==> src/rtl/interrupt_ack_sequencer.sv <==
// Interrupt acknowledge sequencer: owns INT and the INTA/poll sequence,
// snapshots the winning request and drives vector/poll bytes.
module interrupt_ack_sequencer #(
  parameter int NUM_IRQ = 8,
  parameter int IDX_W   = $clog2(NUM_IRQ)
) (
  input  logic               clock,
  input  logic               reset_n,
  input  logic               icw1_write,
  input  logic               mode_8086,
  input  logic               auto_eoi,
  input  logic [NUM_IRQ-1:0] irq_select,
  input  logic               ack_pulse,
  input  logic               poll_read,
  input  logic [7:0]         vector_base,
  input  logic [7:0]         addr_high,
  output logic               int_out,
  output logic               freeze,
  output logic [NUM_IRQ-1:0] clear_request,
  output logic [NUM_IRQ-1:0] in_service_set,
  output logic [NUM_IRQ-1:0] isr_clear_aeoi,
  output logic [7:0]         data_out,
  output logic               data_valid,
  output logic               end_of_sequence
);

  localparam logic [1:0] IDLE = 2'd0;
  localparam logic [1:0] ACK1 = 2'd1;
  localparam logic [1:0] ACK2 = 2'd2;

  localparam logic [7:0] IDX_MASK = 8'((1 << IDX_W) - 1);
  localparam logic [7:0] CALL_OP  = 8'hCD;

  logic [1:0]         state;
  logic [NUM_IRQ-1:0] latched;
  logic               spurious;

  logic               irq_any;
  logic               accept;
  logic               ack_spur;
  logic [IDX_W-1:0]   snap_idx;
  logic [7:0]         vec_byte;
  logic [7:0]         poll_byte;
  logic [NUM_IRQ-1:0] aeoi_val;

  function automatic logic [IDX_W-1:0] enc(
    input logic [NUM_IRQ-1:0] v
  );
    logic [IDX_W-1:0] r;
    r = '0;
    for (int i = 0; i < NUM_IRQ; i++)
      if (v[i]) r = r | IDX_W'(i);
    return r;
  endfunction

  assign irq_any  = |irq_select;
  assign accept   = !icw1_write && (state == IDLE)
                  && (ack_pulse || poll_read);
  assign freeze   = (state != IDLE) || accept;
  assign ack_spur = !irq_any || !int_out;
  assign snap_idx = spurious ? IDX_W'(NUM_IRQ - 1)
                             : enc(latched);
  assign vec_byte = (vector_base & ~IDX_MASK)
                  | {{(8-IDX_W){1'b0}}, snap_idx};
  assign poll_byte = {irq_any, {(7-IDX_W){1'b0}},
                      enc(irq_select)};
  assign aeoi_val = (auto_eoi && !spurious) ? latched : '0;

  // Sequence FSM, INT flag and all registered pulse/data outputs
  always_ff @(posedge clock or negedge reset_n) begin
    if (!reset_n) begin
      state           <= IDLE;
      latched         <= '0;
      spurious        <= 1'b0;
      int_out         <= 1'b0;
      clear_request   <= '0;
      in_service_set  <= '0;
      isr_clear_aeoi  <= '0;
      data_out        <= 8'h00;
      data_valid      <= 1'b0;
      end_of_sequence <= 1'b0;
    end else begin
      clear_request   <= '0;
      in_service_set  <= '0;
      isr_clear_aeoi  <= '0;
      data_valid      <= 1'b0;
      end_of_sequence <= 1'b0;
      if (icw1_write) begin
        state         <= IDLE;
        int_out       <= 1'b0;
        clear_request <= '1;
        latched       <= '0;
        spurious      <= 1'b0;
      end else begin
        unique case (state)
          IDLE: begin
            if (irq_any) int_out <= 1'b1;
            if (ack_pulse) begin
              state    <= ACK1;
              spurious <= ack_spur;
              latched  <= ack_spur ? '0 : irq_select;
              if (!ack_spur) begin
                in_service_set <= irq_select;
                clear_request  <= irq_select;
              end
              if (!mode_8086) begin
                data_out   <= CALL_OP;
                data_valid <= 1'b1;
              end
            end else if (poll_read) begin
              data_out        <= poll_byte;
              data_valid      <= 1'b1;
              end_of_sequence <= 1'b1;
              int_out         <= 1'b0;
              in_service_set  <= irq_select;
              clear_request   <= irq_select;
            end
          end
          ACK1: begin
            if (ack_pulse) begin
              data_out   <= vec_byte;
              data_valid <= 1'b1;
              if (mode_8086) begin
                state           <= IDLE;
                end_of_sequence <= 1'b1;
                isr_clear_aeoi  <= aeoi_val;
                int_out         <= 1'b0;
              end else begin
                state <= ACK2;
              end
            end
          end
          ACK2: begin
            if (ack_pulse) begin
              state           <= IDLE;
              data_out        <= addr_high;
              data_valid      <= 1'b1;
              end_of_sequence <= 1'b1;
              isr_clear_aeoi  <= aeoi_val;
              int_out         <= 1'b0;
            end
          end
          default: state <= IDLE;
        endcase
      end
    end
  end

endmodule
==> config.mk <==
export PLATFORM = sky130hd
export DESIGN_NAME = interrupt_ack_sequencer
export DESIGN_NICKNAME = d
export VERILOG_FILES = /design/src/rtl/interrupt_ack_sequencer.sv
export SDC_FILE = /design/constraint.sdc
export NUM_CORES = 1
export LEC_CHECK = 0
export ABC_CLOCK_PERIOD_IN_PS = 3000
export CAP_MARGIN = 20
export CORE_ASPECT_RATIO = 0.9
export CORE_MARGIN = 2
export CORE_UTILIZATION = 49
export CTS_CLUSTER_DIAMETER = 40
export DETAILED_ROUTE_END_ITERATION = 10
export PLACE_DENSITY = 0.84
export SYNTH_ARGS = -nofsm -noshare
export SYNTH_HDL_FRONTEND = slang
export SYNTH_SLANG_ARGS = --single-unit
==> constraint.sdc <==
create_clock -name clock -period 3 [get_ports clock]
set_clock_uncertainty 0.05 [all_clocks]
set_input_delay 0.6 -clock clock [delete_from_list [all_inputs] [get_ports clock]]
set_output_delay 0.6 -clock clock [all_outputs]
set_load 0.05 [all_outputs]
---- Yosys cells after proc, flatten, opt, wreduce, memory -nomap -nowiden ----
Cells that the tools add are included.
storage, ports and cells
  logic and storage cells ................. 108
  input bits .............................. 31
  flip-flop bits (word level) ............. 46
  output and inout bits ................... 36
operators by class
  reductions and logical operators ........ 22
  bitwise logic cells ..................... 2
  equal/unequal tests ..................... 10
  mux-type cells .......................... 64
operators with widths
  cell                count
  $mux 8              19
  $mux 3              9
  $pmux 8 s3          1
  $mux 1              21
  $mux 2              9
  $ne 3x3->1 const B  6
  $pmux 8 s2          1
  $or 8x3->8          1
  $reduce_or 8->1     1
  $pmux 1 s3          2
  $pmux 2 s3          1
  $reduce_and 6->1    1
  $reduce_bool 2->1   3
  $logic_not 1->1     4
  $ne 2x2->1 const B  2
  $reduce_and 4->1    1
  $reduce_bool 4->1   1
  $logic_and 1x1->1   3
  $logic_or 1x1->1    3
  $reduce_and 3->1    1
  $reduce_bool 3->1   1
  $eq 2x1->1 const B  1
  $eq 2x2->1 const B  1
  $logic_not 2->1     1
  4 further kinds     4

---- Logic depth before layout (Yosys ltp) ----
Gate-level depths: netlist of the first run.
  word-level depth ........................ 11
  gate-level depth with buffers ........... 7
  gate-level depth less buffers ........... 6

---- Worst setup path after synthesis of the first run ----
Ideal clock, no wire load.
  path kind ............................... input-to-output
  start point ............................. in ack_pulse
  end point ............................... out freeze
  arrival time ............................ 2273 ps
  path slack .............................. 77 ps
  data required time ...................... 2350 ps
  stages .................................. 4
  path buffers ............................ 2
  cell sequence ........................... clkbuf_1 > clkbuf_1 > nor2_1 > o21ai_0
on the way
  longest elaborated chain between the ends .. 3
RTL lines
  item               RTL line  text
  start, declared    13        input logic ack_pulse,
  $logic_or 1x1->1   58        && (ack_pulse || poll_read);
  $logic_and 1x1->1  58
  $logic_or 1x1->1   59        assign freeze = (state != IDLE) || accept;
  end, declared      18        output logic freeze,
Every way passes these cells.

---- Final worst setup path of the first run ----
Same ends and word-level chain as after synthesis.

==> results of run 1 <==
## cells in the mapped netlist, types with 2 or more instances
cell / n
a211oi_1: 3
a21o_1: 9
a21oi_1: 8
a22o_1: 8
a22oi_1: 4
a31oi_1: 3
and2_1: 16
and3_1: 2
clkbuf_1: 7
dfrtp_1: 46
ha_1: 4
inv_1: 5
mux2_2: 8
nand2_1: 5
nand2b_1: 3
nor2_1: 10
nor3_1: 4
nor4_1: 3
o21a_1: 2
o21ai_0: 2
o41ai_1: 2
or4_1: 2
## worst max path at each step
stage / from / endpoint / slack [ns] / cells past startpoint
after floorplan: ack_pulse / freeze / 0.08 / 4
after global placement: irq_select[2] / in_service_set[5]$_DFF_PN0_ / 0.38 / 5
after detailed placement: irq_select[2] / in_service_set[7]$_DFF_PN0_ / 0.36 / 5
after CTS: ack_pulse / freeze / 0.45 / 4
after global routing: ack_pulse / freeze / 0.42 / 4
final: ack_pulse / freeze / 0.49 / 4
## per-stage QoR
stage	cells	setup WS (ns)	utilization, %	hold slack (ns)	area (um2)
finish	287	0.486	70.4	0.0456	2810
floorplan	170	0.0768	-	0.254	2000
global placement	278	0.385	67.6	0.426	2700
global route	287	0.425	70.4	0.0345	2810
detailed placement	278	0.362	67.6	0.432	2700
CTS	286	0.450	69.9	0.443	2790
## logic make-up (layout without fill, tap and decap cells)
group	count (synthesis)	count (layout)	share of synthesized area, %
multiplexers	9	9	5.01
adder cells (fa/ha/maj)	4	4	2.50
flip-flops	46	46	57.6
AND/OR/NAND/NOR	53	53	15.7
AO/OA/AOI/OAI	45	45	16.7
buffers and inverters	13	82	2.50
## layout make-up
type	instances	area share (%)
tap	48	2.14
timing repair buffer	69	24.7
inverter	5	0.668
clock buffer	5	2.45
multi-input combinational	111	28.4
sequential	46	41.0
clock inverter	3	0.757
## sequential cells by signal, indices dropped and copies added (netlist names)
register         cells
state                2
isr_clear_aeoi       8
data_out             8
spurious             1
int_out              1
in_service_set       8
latched              8
clear_request        8
data_valid           1
end_of_sequence      1
## worst register-to-register path, stage by stage, from the launching register on
cell and delay, ns:
dfrtp_1 0.41, inv_1 0.08, ha_1 0.34, nor2_1 0.23, a21oi_1 0.13, nor4_4 0.52, mux2_2 0.40
## power by group
group | switching, uW | internal (uW) | leakage [uW]
clock | 212 | 164 | 0.0000441
combinational | 267 | 170 | 0.000620
sequential | 22.9 | 665 | 0.000595
total | 502 | 999 | 0.00126
## metal layers
metal	share of wire, %	vias up	GRT usage, %
li1	-	746	-
met1	43	755	27.4
met2	48	68	32.9
met3	7.0	9	7.15
met4	1.8	0	6.37
met5	0	-	0
==> results.json, run 1 <==
{
  "fmaxAchievable_mhz": 398,
  "maxSlewHeadroom_pct": 57.4,
  "die_h_um": 64.6,
  "tightest_slew_ns": 0.639,
  "yosys.area.top_type": "dfrtp_1",
  "syn_inst": 170,
  "maxCapViolCount": 0,
  "grt_pass1_vias": 1560,
  "die_w_um": 71.3,
  "r2r_cells": 6,
  "area_growth_pct": 40.6,
  "cts_resized": 0,
  "cts_setup_buffers": 0,
  "cts-htree-levels": 2,
  "start_util_pct": 50.1,
  "dieArea_um2": 4610,
  "crit_arrival_ns": 1.86,
  "synthDistinctLibCells": 36,
  "routed_wl_um": 4410,
  "drtPass1Iterations": 5,
  "route.detailed.drc": 0,
  "clock_latency_ns": 0.30,
  "multiInputGateArea_um2": 797,
  "cts_buffers": 5,
  "clk_pin_slew_ns": 0.09,
  "synthFlopType": "dfrtp_1",
  "regToRegSetupSlack_ns": 0.72,
  "io_buffers": 63,
  "cp_num_buf_inv": 2,
  "antennaDiodeCount": 0,
  "period_needed_ns": 2.51,
  "grt_usage_pct": 20.9,
  "r2r_end": "data_out[5]$_DFFE_PN0P_",
  "ant_nets": 0,
  "critPathRequiredTime_ns": 2.35,
  "synth_edf_count": 0,
  "clk_path_buf_depth": 2,
  "path_class": "in2out",
  "setup-tns-final_ns": 0,
  "synth_area_um2": 2000,
  "async_flop_share_pct": 100,
  "via_count": 1578,
  "cp_cell_sequence": "clkdlybuf4s50_1 > nor2_1 > o21ai_0 > buf_12",
  "outcome": "finished clean",
  "final_common_cell": "clkdlybuf4s50_1",
  "reg2reg_from": "state[0]$_DFFE_PN0P_",
  "hold_viol_final": 0,
  "total_power_uw": 1500,
  "vias_per_cell": 5.50,
  "rows": 22,
  "power_density_nw_per_um2": 534,
  "drt_iter0_drc": 111,
  "root_buffer": "clkbuf_8",
  "rsz0062_at_grt": "false",
  "mostFrequentLayoutCells": "61 x clkdlybuf4s50_1, 46 x dfrtp_1, 16 x and2_1",
  "grt_max_degree": 47,
  "setup_violations": 0,
  "hold_buffers": 0,
  "drive_above_1_share_pct": 12.6,
  "antenna_found_initial": 0,
  "synthesis.nets": 205,
  "nNetsFinal": 273,
  "yosysSeqAreaShare_pct": 57.6,
  "crit_path_end_kind": "primary output",
  "synth.area.top_cells": "dfrtp_1 58%, and2_1 5.0%, mux2_2 4.5%",
  "min_path_type": "in2async",
  "cp_slowest_stage_delay_ns": 0.67,
  "cts_tree": "yes",
  "worstSetupStartpointType": "input pin",
  "clock_sinks": 46,
  "synth_top_area_share_pct": 57.6,
  "gp_congestion": 0.843,
  "n_fill_cell": 301,
  "io_pins": 67,
  "crit_slowest_cell": "clkdlybuf4s50_1",
  "p_leak_uw": 0.00126,
  "cp_max_fo": 11,
  "crit_family": "buffers and inverters",
  "grt.overflow.total": 0,
  "avgSynthCellArea_um2": 11.8,
  "period_share_pct": 83.8,
  "regArea_um2": 1150,
  "ys_seq_elements": 46,
  "core_um2": 3990,
  "wl_per_cell_um": 15.4,
  "ys_warn_count": 0,
  "grt_first_pass_wirelength_um": 7340,
  "ir_worst_vdd_uv": 319,
  "drv_slew": 0,
  "dp_hpwl_um": 3090
}
No activity file was read; power rests on OpenSTA's default activity.
==> inputs of run 2 (changes only) <==
--- a/config.mk
+++ b/config.mk
@@ -5,14 +5,14 @@
 export SDC_FILE = /design/constraint.sdc
 export NUM_CORES = 1
 export LEC_CHECK = 0
-export ABC_CLOCK_PERIOD_IN_PS = 3000
+export ABC_CLOCK_PERIOD_IN_PS = 2500
 export CAP_MARGIN = 20
 export CORE_ASPECT_RATIO = 0.9
 export CORE_MARGIN = 2
-export CORE_UTILIZATION = 49
+export CORE_UTILIZATION = 45
 export CTS_CLUSTER_DIAMETER = 40
 export DETAILED_ROUTE_END_ITERATION = 10
-export PLACE_DENSITY = 0.84
+export PLACE_DENSITY = 0.78
 export SYNTH_ARGS = -nofsm -noshare
 export SYNTH_HDL_FRONTEND = slang
 export SYNTH_SLANG_ARGS = --single-unit
==> constraint.sdc (replaced) <==
create_clock -name clock -period 2.5 [get_ports clock]
set_clock_uncertainty 0.05 [all_clocks]
set_input_delay 0.5 -clock clock [delete_from_list [all_inputs] [get_ports clock]]
set_output_delay 0.5 -clock clock [all_outputs]
set_load 0.05 [all_outputs]
==> results.json, run 2 (synthesis results as in run 1) <==
{
  "setup_violations": 0,
  "mostFrequentLayoutCells": "61 x clkdlybuf4s50_1, 46 x dfrtp_1, 16 x and2_1, 16 x buf_4, 10 x nor2_1",
  "routed_wl_um": 4280,
  "setup-tns-final_ns": 0,
  "placed_cells": 301,
  "grt_pass1_vias": 1560,
  "rsz0062_at_grt": "false",
  "cts_resized": 0,
  "clock_latency_ns": 0.30,
  "antenna_found_initial": 0,
  "final_common_cell": "clkdlybuf4s50_1",
  "tightest_slew_ns": 0.608,
  "hold_viol_final": 0,
  "cts_setup_buffers": 0,
  "cp_max_fo": 8,
  "crit_path_end_kind": "register",
  "die_h_um": 67.2,
  "maxSlewHeadroom_pct": 59.5,
  "start_util_pct": 47.8,
  "min_path_type": "in2async",
  "clk_path_buf_depth": 2,
  "ir_worst_vdd_uv": 404,
  "outcome": "finished clean",
  "drive_above_1_share_pct": 15.7,
  "period_needed_ns": 2.15,
  "route.detailed.drc": 0,
  "drtPass1Iterations": 4,
  "dieArea_um2": 4990,
  "drt_iter0_drc": 78,
  "rows": 22,
  "grt_first_pass_wirelength_um": 7330,
  "root_buffer": "clkbuf_8",
  "crit_family": "simple AND/OR/NAND/NOR gates",
  "crit_slowest_cell": "or4_4",
  "antennaDiodeCount": 0,
  "fmaxAchievable_mhz": 464,
  "gp_congestion": 0.810,
  "clock_sinks": 46,
  "grt.overflow.total": 0,
  "area_growth_pct": 44.3,
  "power_density_nw_per_um2": 622,
  "dp_hpwl_um": 3310,
  "cp_cell_sequence": "clkdlybuf4s50_1 > or4_4 > o2111ai_2 > a21oi_1 > and2_1",
  "path_class": "in2reg",
  "via_count": 1598,
  "core_um2": 4180,
  "worstSetupStartpointType": "input pin",
  "io_pins": 67,
  "cp_slowest_stage_delay_ns": 0.56,
  "hold_buffers": 0,
  "vias_per_cell": 5.17,
  "p_leak_uw": 0.00130,
  "clk_pin_slew_ns": 0.08,
  "cts-htree-levels": 2,
  "period_share_pct": 86.2,
  "critPathRequiredTime_ns": 2.64,
  "grt_max_degree": 20,
  "maxCapViolCount": 0,
  "cts_tree": "yes",
  "n_fill_cell": 349,
  "cts_buffers": 5,
  "final_cells": 309,
  "grt_usage_pct": 19.8,
  "total_power_uw": 1790,
  "ant_nets": 0,
  "drv_slew": 0,
  "wl_per_cell_um": 13.8,
  "die_w_um": 74.2,
  "crit_arrival_ns": 2.29,
  "nNetsFinal": 283,
  "cp_num_buf_inv": 1,
  "io_buffers": 63
}
==> run 2: cell count changes in the layout (fill, tap and decap cells not counted), sizes merged <==
| cell | previous run | this run |
|---|---|---|
| clkbuf | 5 | 6 |
| clkinvlp | 1 | 0 |
| buf | 8 | 18 |
==> run 2: area by class of cell <==
class	count	area, um2	share of cell area, %
clock buffers	6	72.6	2.52
clock inverters	2	13.8	0.477
inverters	5	18.8	0.651
multi-input cells	111	797	27.6
flip-flops and latches	46	1150	39.9
well taps	60	75.1	2.60
repair buffers	79	756	26.2
==> run 2: routing by layer <==
layer / up-vias / part of all wire [%] / global-route usage (%)
met5: - / 0 / 0
met4: 0 / 1.8 / 8.04
met3: 9 / 6.5 / 5.82
met2: 65 / 47 / 30.0
met1: 755 / 45 / 26.8
li1: 769 / - / -
==> run 2: worst paths after layout <==
check                                            start                           to  slack (ns)  depth (start not counted)
min in group clock              latched[0]$_DFFE_PN0P_  isr_clear_aeoi[0]$_DFF_PN0_        0.45                          1
worst min-delay path                           reset_n  in_service_set[2]$_DFF_PN0_        0.04                          1
max in group asynchronous                      reset_n  isr_clear_aeoi[3]$_DFF_PN0_        1.80                          2
worst min register to register  latched[0]$_DFFE_PN0P_  isr_clear_aeoi[0]$_DFF_PN0_        0.45                          1
worst max register to register    state[0]$_DFFE_PN0P_      data_out[1]$_DFFE_PN0P_        0.39                          7
worst max-delay path                     irq_select[5]  in_service_set[7]$_DFF_PN0_        0.35                          5
==> run 2: per-stage QoR <==
stage	setup slack (ns)	instance area [um2]	util [%]	hold slack, ns
after floorplan	0.152	2000	-	0.154
after global placement	0.101	2800	66.9	0.366
after detailed placement	0.0559	2800	66.9	0.365
after CTS	0.364	2880	68.9	0.0422
after global routing	0.192	2880	68.9	0.0568
final	0.345	2880	68.9	0.0416
==> run 2: power breakdown <==
group          internal, uW  switching (uW)  total, uW
registers               798            27.4        826
clock network           197             235        432
logic                   213             322        535
==> inputs of run 3 (changes only) <==
--- a/config.mk
+++ b/config.mk
@@ -8,7 +8,7 @@
 export ABC_CLOCK_PERIOD_IN_PS = 2500
 export CAP_MARGIN = 20
 export CORE_ASPECT_RATIO = 0.9
-export CORE_MARGIN = 2
+export CORE_MARGIN = 5
 export CORE_UTILIZATION = 45
 export CTS_CLUSTER_DIAMETER = 40
 export DETAILED_ROUTE_END_ITERATION = 10
==> results.json, run 3 (synthesis results as in run 1) <==
{
  "cts_tree": "yes",
  "route.detailed.drc": 0,
  "period_needed_ns": 2.26,
  "hold_viol_final": 0,
  "io_buffers": 63,
  "maxCapViolCount": 0,
  "n_fill_cell": 371,
  "hold_buffers": 0,
  "crit_path_end_kind": "primary output",
  "grt_usage_pct": 16.5,
  "grt_first_pass_wirelength_um": 7400,
  "worstSetupStartpointType": "input pin",
  "regArea_um2": 1150,
  "cts-htree-levels": 2,
  "grt_max_degree": 20,
  "period_share_pct": 90.3,
  "core_um2": 4370,
  "gp_congestion": 0.834,
  "clk_path_buf_depth": 2,
  "clock_sinks": 46,
  "cts_resized": 0,
  "routed_wl_um": 4550,
  "start_util_pct": 45.7,
  "drv_slew": 0,
  "via_count": 1586,
  "grt.overflow.total": 0,
  "drive_above_1_share_pct": 16.1,
  "wl_per_cell_um": 14.6,
  "pre_cts_ws_ns": 0.0563,
  "path_class": "in2out",
  "drtPass1Iterations": 4,
  "worst_slack_ns": 0.242,
  "crit_arrival_ns": 1.71,
  "setup-tns-final_ns": 0,
  "area_growth_pct": 44.6,
  "cp_max_fo": 12,
  "die_h_um": 73.2,
  "fmaxAchievable_mhz": 443,
  "antennaDiodeCount": 0,
  "cts_buffers": 5,
  "rsz0062_at_grt": "false",
  "p_leak_uw": 0.00130,
  "vias_per_cell": 5.10,
  "die_w_um": 80.2,
  "grt_pass1_vias": 1563,
  "power_density_nw_per_um2": 625,
  "ant_nets": 0,
  "clock_latency_ns": 0.30,
  "min_path_type": "in2async",
  "tightest_slew_ns": 0.610,
  "maxSlewHeadroom_pct": 59.3,
  "antenna_found_initial": 0,
  "critPathRequiredTime_ns": 1.95,
  "io_pins": 67,
  "root_buffer": "clkbuf_8",
  "nNetsFinal": 283,
  "ir_worst_vdd_uv": 319,
  "drt_iter0_drc": 51,
  "clk_pin_slew_ns": 0.08,
  "mostFrequentLayoutCells": "61 x clkdlybuf4s50_1, 46 x dfrtp_1, 16 x and2_1, 16 x buf_4, 10 x nor2_1",
  "setup_violations": 0,
  "final_common_cell": "clkdlybuf4s50_1",
  "dp_hpwl_um": 3500,
  "multiInputGateArea_um2": 797,
  "rows": 23,
  "outcome": "finished clean",
  "dieArea_um2": 5870,
  "cts_setup_buffers": 0
}
==> run 3: cell types whose count changed in the layout (fill, tap and decap cells not counted) <==
cell / before / now
clkbuf_1: 1 / 0
clkinvlp_4: 0 / 1
==> run 3: area by class of cell <==
cell class | instances | area share (%)
Sequential cell | 46 | 39.8
Inverter | 5 | 0.649
Tap cell | 62 | 2.68
Clock inverter | 3 | 0.736
Clock buffer | 5 | 2.38
Timing Repair Buffer | 79 | 26.1
Multi-Input combinational cell | 111 | 27.6
==> run 3: through the flow <==
step	instances	total power [uW]	area, um2	utilization [%]	hold slack (ns)
2_1_floorplan	170	1150	2000	-	0.154
3_3_place_gp	303	1380	2800	64.0	0.398
3_5_place_dp	303	1380	2800	64.0	0.394
4_1_cts	311	1820	2890	66.1	0.0750
5_1_grt	311	1880	2890	66.1	0.0985
6_report	311	1810	2890	66.1	0.0667
==> run 3: power by group <==
| part | total (uW) | leakage (uW) | switching (uW) | internal (uW) |
|---|---|---|---|---|
| clock network | 443 | 0.0000441 | 247 | 196 |
| registers | 826 | 0.000595 | 27.8 | 798 |
| logic | 536 | 0.000665 | 324 | 212 |
==> run 3: path summary, 6_finish.rpt <==
path / from / end / slack [ns] / depth (start not counted)
worst min register to register: latched[0]$_DFFE_PN0P_ / isr_clear_aeoi[0]$_DFF_PN0_ / 0.46 / 1
worst max register to register: state[0]$_DFFE_PN0P_ / data_out[0]$_DFFE_PN0P_ / 0.51 / 7
worst min-delay path: reset_n / in_service_set[3]$_DFF_PN0_ / 0.07 / 1
worst max-delay path: ack_pulse / freeze / 0.24 / 4
min in group clock: latched[0]$_DFFE_PN0P_ / isr_clear_aeoi[0]$_DFF_PN0_ / 0.46 / 1
max in group asynchronous: reset_n / latched[4]$_DFFE_PN0P_ / 1.79 / 2
==> run 3: routing by layer <==
| metal | up-vias | wire length [um] | GRT usage (%) |
|---|---|---|---|
| met1 | 756 | 2040 | 21.4 |
| li1 | 771 | - | - |
| met3 | 5 | 300 | 4.32 |
| met4 | 0 | 37 | 3.38 |
| met5 | - | 0 | 0 |
| met2 | 54 | 2170 | 28.0 |
==> run 3: worst max-delay path, stage by stage <==
cell,delay [ns]
clkdlybuf4s50_1,0.71
nor2_1,0.10
o21ai_1,0.23
buf_12,0.17
